<file path="config.mk">
export PLATFORM = sky130hd
export DESIGN_NAME = spi_slave_reg_ctrl
export DESIGN_NICKNAME = d
export VERILOG_FILES = /design/src/rtl/spi_slave_reg_ctrl.sv
export SDC_FILE = /design/constraint.sdc
export NUM_CORES = 1
export LEC_CHECK = 0
export CORE_UTILIZATION = 47
export DETAILED_ROUTE_END_ITERATION = 8
export HOLD_SLACK_MARGIN = 0.05
export PLACE_DENSITY = 0.73
export SLEW_MARGIN = 40
export SYNTH_ARGS = -nofsm -noshare
export SYNTH_HDL_FRONTEND = slang
export SYNTH_SLANG_ARGS = --single-unit
export TNS_END_PERCENT = 50
</file>
<file path="constraint.sdc">
create_clock -name i_Clk -period 3.07 [get_ports i_Clk]
set_clock_uncertainty 0.15 [all_clocks]
set_input_delay 0.921 -clock i_Clk [delete_from_list [all_inputs] [get_ports i_Clk]]
set_output_delay 0.921 -clock i_Clk [all_outputs]
set_load 0.05 [all_outputs]
</file>
<file path="src/rtl/spi_slave_reg_ctrl.sv">
// Byte-level transaction controller for the low-power SPI slave.
// Splits each chip-select frame into a command byte and data bytes, runs
// register-bank writes/reads over a req/ack handshake, returns read data to
// the slave TX port and requests sleep after a long idle stretch on the bus.
module spi_slave_reg_ctrl #(
    parameter int ADDR_W      = 6,
    parameter int ACK_TIMEOUT = 15,
    parameter int IDLE_CYCLES = 1024
) (
    input  logic              i_Clk,
    input  logic              i_Rst_L,
    input  logic              i_SPI_CS_n,
    input  logic              i_RX_DV,
    input  logic [7:0]        i_RX_Byte,
    output logic              o_TX_DV,
    output logic [7:0]        o_TX_Byte,
    output logic              o_Reg_Req,
    output logic              o_Reg_WE,
    output logic [ADDR_W-1:0] o_Reg_Addr,
    output logic [7:0]        o_Reg_WData,
    input  logic              i_Reg_Ack,
    input  logic [7:0]        i_Reg_RData,
    output logic              o_Busy,
    output logic              o_Sleep_Req
);

    localparam int TMR_W  = $clog2(ACK_TIMEOUT + 1);
    localparam int IDLE_W = $clog2(IDLE_CYCLES + 1);
    localparam logic [TMR_W-1:0]  TMR_LAST = TMR_W'(ACK_TIMEOUT - 1);
    localparam logic [IDLE_W-1:0] IDLE_MAX = IDLE_W'(IDLE_CYCLES);

    typedef enum logic [2:0] {
        ST_IDLE,
        ST_CMD,
        ST_WR_DATA,
        ST_WR_ACK,
        ST_RD_FETCH,
        ST_RD_SHIFT,
        ST_DRAIN,
        ST_FINISH
    } state_t;

    state_t              state_q, state_d;
    logic                csMeta_q, csSync_q, csPrev_q;
    logic [ADDR_W-1:0]   addr_q, addr_d;
    logic                ai_q, ai_d;
    logic                req_q, req_d;
    logic                we_q, we_d;
    logic [7:0]          wdata_q, wdata_d;
    logic [7:0]          txByte_q, txByte_d;
    logic                txDv_q, txDv_d;
    logic                nack_q, nack_d;
    logic                ovr_q, ovr_d;
    logic [TMR_W-1:0]    timer_q, timer_d;
    logic [IDLE_W-1:0]   idleCnt_q, idleCnt_d;

    logic                csFall;
    logic                ackSeen;
    logic                timeoutHit;
    logic [ADDR_W-1:0]   addrNext;

    assign csFall     = csPrev_q & ~csSync_q;
    assign ackSeen    = req_q & i_Reg_Ack;
    assign timeoutHit = req_q & ~i_Reg_Ack & (timer_q == TMR_LAST);
    assign addrNext   = ai_q ? (addr_q + ADDR_W'(1)) : addr_q;

    // Two-flop synchronizer for chip select plus one delayed copy for edge detection; idles deselected.
    always_ff @(posedge i_Clk or negedge i_Rst_L) begin
        if (!i_Rst_L) begin
            csMeta_q <= 1'b1;
            csSync_q <= 1'b1;
            csPrev_q <= 1'b1;
        end else begin
            csMeta_q <= i_SPI_CS_n;
            csSync_q <= csMeta_q;
            csPrev_q <= csSync_q;
        end
    end

    // Next-state and datapath decisions; a chip-select release overrides the per-state outcome at the end.
    always_comb begin
        state_d  = state_q;
        addr_d   = addr_q;
        ai_d     = ai_q;
        req_d    = req_q;
        we_d     = we_q;
        wdata_d  = wdata_q;
        txByte_d = txByte_q;
        txDv_d   = 1'b0;
        nack_d   = nack_q;
        ovr_d    = ovr_q;

        case (state_q)
            ST_IDLE: begin
                if (csFall) begin
                    txByte_d = {nack_q, ovr_q, 6'b000000};
                    txDv_d   = 1'b1;
                    nack_d   = 1'b0;
                    ovr_d    = 1'b0;
                    state_d  = ST_CMD;
                end
            end
            ST_CMD: begin
                if (i_RX_DV) begin
                    addr_d = i_RX_Byte[ADDR_W-1:0];
                    ai_d   = i_RX_Byte[6];
                    if (i_RX_Byte[7]) begin
                        req_d   = 1'b1;
                        we_d    = 1'b0;
                        state_d = ST_RD_FETCH;
                    end else begin
                        state_d = ST_WR_DATA;
                    end
                end
            end
            ST_WR_DATA: begin
                if (i_RX_DV) begin
                    req_d   = 1'b1;
                    we_d    = 1'b1;
                    wdata_d = i_RX_Byte;
                    state_d = ST_WR_ACK;
                end
            end
            ST_WR_ACK: begin
                if (i_RX_DV) begin
                    ovr_d = 1'b1;
                end
                if (ackSeen) begin
                    req_d   = 1'b0;
                    addr_d  = addrNext;
                    state_d = ST_WR_DATA;
                end else if (timeoutHit) begin
                    req_d   = 1'b0;
                    nack_d  = 1'b1;
                    state_d = ST_DRAIN;
                end
            end
            ST_RD_FETCH: begin
                if (i_RX_DV) begin
                    ovr_d = 1'b1;
                end
                if (ackSeen) begin
                    req_d    = 1'b0;
                    txByte_d = i_Reg_RData;
                    txDv_d   = 1'b1;
                    addr_d   = addrNext;
                    state_d  = ST_RD_SHIFT;
                end else if (timeoutHit) begin
                    req_d   = 1'b0;
                    nack_d  = 1'b1;
                    state_d = ST_DRAIN;
                end
            end
            ST_RD_SHIFT: begin
                if (i_RX_DV) begin
                    req_d   = 1'b1;
                    we_d    = 1'b0;
                    state_d = ST_RD_FETCH;
                end
            end
            ST_DRAIN: begin
                state_d = ST_DRAIN;
            end
            ST_FINISH: begin
                if (ackSeen) begin
                    req_d   = 1'b0;
                    state_d = ST_IDLE;
                end else if (timeoutHit) begin
                    req_d   = 1'b0;
                    nack_d  = 1'b1;
                    state_d = ST_IDLE;
                end
            end
            default: begin
                state_d = ST_IDLE;
                req_d   = 1'b0;
            end
        endcase

        if (csSync_q && (state_q != ST_IDLE) && (state_q != ST_FINISH)) begin
            if (req_q && !ackSeen && !timeoutHit) begin
                state_d = ST_FINISH;
            end else begin
                state_d = ST_IDLE;
                req_d   = 1'b0;
            end
        end
    end

    // Acknowledge timer counts cycles with a request outstanding; idle counter saturates while deselected in IDLE.
    always_comb begin
        timer_d   = req_q ? (timer_q + TMR_W'(1)) : '0;
        idleCnt_d = '0;
        if (csSync_q && (state_q == ST_IDLE)) begin
            idleCnt_d = (idleCnt_q == IDLE_MAX) ? idleCnt_q : (idleCnt_q + IDLE_W'(1));
        end
    end

    // FSM state, transaction registers, sticky flags and counters.
    always_ff @(posedge i_Clk or negedge i_Rst_L) begin
        if (!i_Rst_L) begin
            state_q   <= ST_IDLE;
            addr_q    <= '0;
            ai_q      <= 1'b0;
            req_q     <= 1'b0;
            we_q      <= 1'b0;
            wdata_q   <= '0;
            txByte_q  <= '0;
            txDv_q    <= 1'b0;
            nack_q    <= 1'b0;
            ovr_q     <= 1'b0;
            timer_q   <= '0;
            idleCnt_q <= '0;
        end else begin
            state_q   <= state_d;
            addr_q    <= addr_d;
            ai_q      <= ai_d;
            req_q     <= req_d;
            we_q      <= we_d;
            wdata_q   <= wdata_d;
            txByte_q  <= txByte_d;
            txDv_q    <= txDv_d;
            nack_q    <= nack_d;
            ovr_q     <= ovr_d;
            timer_q   <= timer_d;
            idleCnt_q <= idleCnt_d;
        end
    end

    assign o_TX_DV     = txDv_q;
    assign o_TX_Byte   = txByte_q;
    assign o_Reg_Req   = req_q;
    assign o_Reg_WE    = we_q;
    assign o_Reg_Addr  = addr_q;
    assign o_Reg_WData = wdata_q;
    assign o_Busy      = (state_q != ST_IDLE);
    assign o_Sleep_Req = (idleCnt_q == IDLE_MAX);

endmodule

</file>
==> out/metrics.yaml <==
outcome:
  status: "completed"
timing:
  setup_violations: 0
  final.min_clock_period_ps: 2720
  relSlewSlack_pct: 58.7
  drv_slew: 0
  fin_crit_sh_pct: 88.6
  rsz0062_at_grt: "no"
  hold_viol: 0
  setup_tns_ps: 0
  whs_ps: 211
  max_freq_mhz: 368
  worst_slew_pin_slew_ps: 619
finish:
  fill_cells: 456
  multi_input_area_um2: 1260
  drive_gt1_share_pct: 14.8
  stdcell_area_um2: 3260
  regArea_um2: 1230
  syn2layout_area_growth_pct: 25.3
  final_nets: 329
  antenna_cells: 0
worst_setup_path:
  worstPathMaxFanout: 7
  crit_end: "o_Reg_Addr[3]"
  cp.required_ps: 2000
  max_stage_delay_ps: 850
  cp_num_cells: 1
  r2r_cells: 4
  critPathTopFamily: "buffers and inverters"
  rrSetupSlack_ps: 730
  crit_chain: "clkdlybuf4s50_1"
  worstSetupStartpointType: "flip-flop"
  rr_startpoint: "state_q[2]$_DFFE_PN0P_"
  endpoint_kind: "primary output"
  arrival_ps: 1650
  r2r_end: "o_Reg_Addr[1]$_DFFE_PN0P_"
  slowest_stage: "clkdlybuf4s50_1"
  path_buf_inv: 1
  startpoint: "o_Reg_Addr[3]$_DFFE_PN0P_"
  path_class: "flip-flop to primary output"
synth:
  synth_ff_type: "dfrtp_1"
  synth_top_cell_by_area: "dfrtp_1"
  ys_types: 55
  synthCells: 253
  synth_top_area_share_pct: 44.3
  yosys_register_bits: 49
  syn_avg_cell_area_um2: 10.3
  yosysSeqAreaShare_pct: 47.3
  synth_edf_count: 0
  ys_warn_count: 0
  synthesis.area_um2: 2600
  synth_nets: 279
  netlist_top_cells_area: "dfrtp_1, mux2_2, dfstp_2, nand3_1, o21ai_0"
  async_reset_ff_share_pct: 100
global_routing:
  grt_first_pass_wirelength_um: 9250
  grt_max_degree: 50
  antenna_found_initial: 0
  grt_use_total_pct: 19.7
  overflow: 0
  grt_pass1_vias: 1970
place:
  dp_hpwl_um: 3670
  placed_cell_area_um2: 3140
  gp_congestion: 0.842
  io_buffers: 47
floorplanning:
  die_area_um2: 5830
  rows: 26
  core-area_um2: 5200
  ios: 48
  die_width_um: 76.4
  die_h_um: 76.4
  start_util_pct: 49.9
cts:
  worstSkewPairLatency_ps: 310
  cts.htree.levels: 2
  clkSinkCount: 49
  cts_buffers: 5
  cts.clk_slew.worst_paths_ps: 100
  cts_tree: "done"
  cts_resized: 0
  cts_root_buf: "clkbuf_8"
  clock_path_buffers: 2
  ctsHoldBuffers: 0
  post-cts-setup-buffer-count: 0
power:
  peakVddDrop_mv: 0.636
  power.density_nw_per_um2: 1070
  clkPwrFrac_pct: 13.8
  p_int_mw: 1.88
  seq_power_share_pct: 30.8
  combPwrFrac_pct: 55.5
  swShare_pct: 46.0
  power.leakage_nw: 1.35
  p_sw_mw: 1.61
worst_hold_path:
  hold_path.class: "flip-flop to flip-flop"
  hold_depth: 0
drt:
  drt_first_pass_iters: 4
  wl_per_cell_um: 14.2
  drcViolationCount: 0
  ant_nets: 0
  vias: 2031
  first_iter_violations: 117
  via_per_inst: 5.43
  wl_um: 5310
run:
  maxCapViolCount: 0
-- state kept, by name (all words and copies together), names as in the netlist, 3 cells and up --
register / flops
idleCnt_q: 11
o_Reg_Addr: 6
o_Reg_WData: 8
o_TX_Byte: 8
state_q: 3
timer_q: 4
-- Yosys cell counts (2+ instances only) --
master / count
xor2_1: 7
xnor2_1: 5
or2_2: 2
clkbuf_1: 5
and2_1: 2
buf_4: 2
inv_1: 13
mux2_2: 10
and3_1: 4
a21o_1: 2
o21ai_0: 13
ha_1: 5
mux2i_1: 6
nor3_1: 6
nand2b_1: 6
dfrtp_1: 46
o32ai_1: 2
nand3_1: 14
dfstp_2: 3
a2bb2oi_1: 4
nor3b_2: 2
nand4_1: 6
nand2_1: 17
a211oi_1: 5
a31oi_1: 3
a21oi_1: 12
nor2b_1: 4
or3b_1: 2
buf_2: 3
nor4_1: 2
nor2_1: 16
-- how the worst min path moves through the flow --
stage / startpoint / end / slack (ps)
floorplan: csMeta_q$_DFF_PN1_ / csSync_q$_DFF_PN1_ / 200
global placement: csMeta_q$_DFF_PN1_ / csSync_q$_DFF_PN1_ / 200
detailed placement: csMeta_q$_DFF_PN1_ / csSync_q$_DFF_PN1_ / 200
CTS: csMeta_q$_DFF_PN1_ / csSync_q$_DFF_PN1_ / 210
global route: csMeta_q$_DFF_PN1_ / csSync_q$_DFF_PN1_ / 220
finish: csMeta_q$_DFF_PN1_ / csSync_q$_DFF_PN1_ / 210
-- area by class of cell --
cell class                      count  share of cell area [%]
Tap cell                           70                    2.69
Sequential cell                    49                    37.8
Clock inverter                      1                   0.922
Multi-Input combinational cell    180                    38.7
Inverter                           13                    1.50
Timing Repair Buffer               54                    15.8
Clock buffer                        7                    2.65
-- cell families (layout without fill, tap and decap cells) --
kind of cell / after synthesis / after routing / synth area share [%]
xor+xnor: 12 / 12 / 4.04
fa+ha+maj: 5 / 5 / 2.41
mux: 18 / 18 / 7.66
flops: 49 / 49 / 47.3
simple gates: 91 / 91 / 19.4
compound gates: 54 / 54 / 15.0
buf+inv: 24 / 75 / 4.19
-- power by group through the flow --
stage | logic [mW] | registers [mW] | clock network [mW]
after floorplan | 0.866 | 1.58 | 0
after global placement | 1.91 | 1.08 | 0
after detailed placement | 1.94 | 1.08 | 0
after CTS | 1.95 | 1.07 | 0.487
after global routing | 2.06 | 1.11 | 0.511
final | 1.94 | 1.07 | 0.480
-- through the flow --
step                utilization, %  instances  setup WS (ps)  power (mW)
CTS                           62.5        374            348        3.50
global placement              60.3        366            343        2.99
floorplan                        -        253            740        2.45
detailed placement            60.3        366            290        3.02
finish                        62.5        374            350        3.49
global route                  62.5        374            204        3.68
-- cells in the final DEF (no fill, tap or decap), types with 9 or more instances in the layout --
cell             count
mux2_2              10
nand3_1             14
clkdlybuf4s50_1     44
nand2_1             17
o21ai_0             13
buf_4                9
dfrtp_1             46
a21oi_1             12
nor2_1              16
inv_1               13
-- metal layers --
metal	vias up	share of wire (%)	wire (µm)	global-route usage [%]
met4	0	1.1	58	6.35
met2	56	45	2400	30.2
li1	999	-	-	-
met1	968	49	2620	27.0
met5	-	0	0	0
met3	8	4.4	232	5.39
Note: power is estimated with default switching activity, not from simulation.
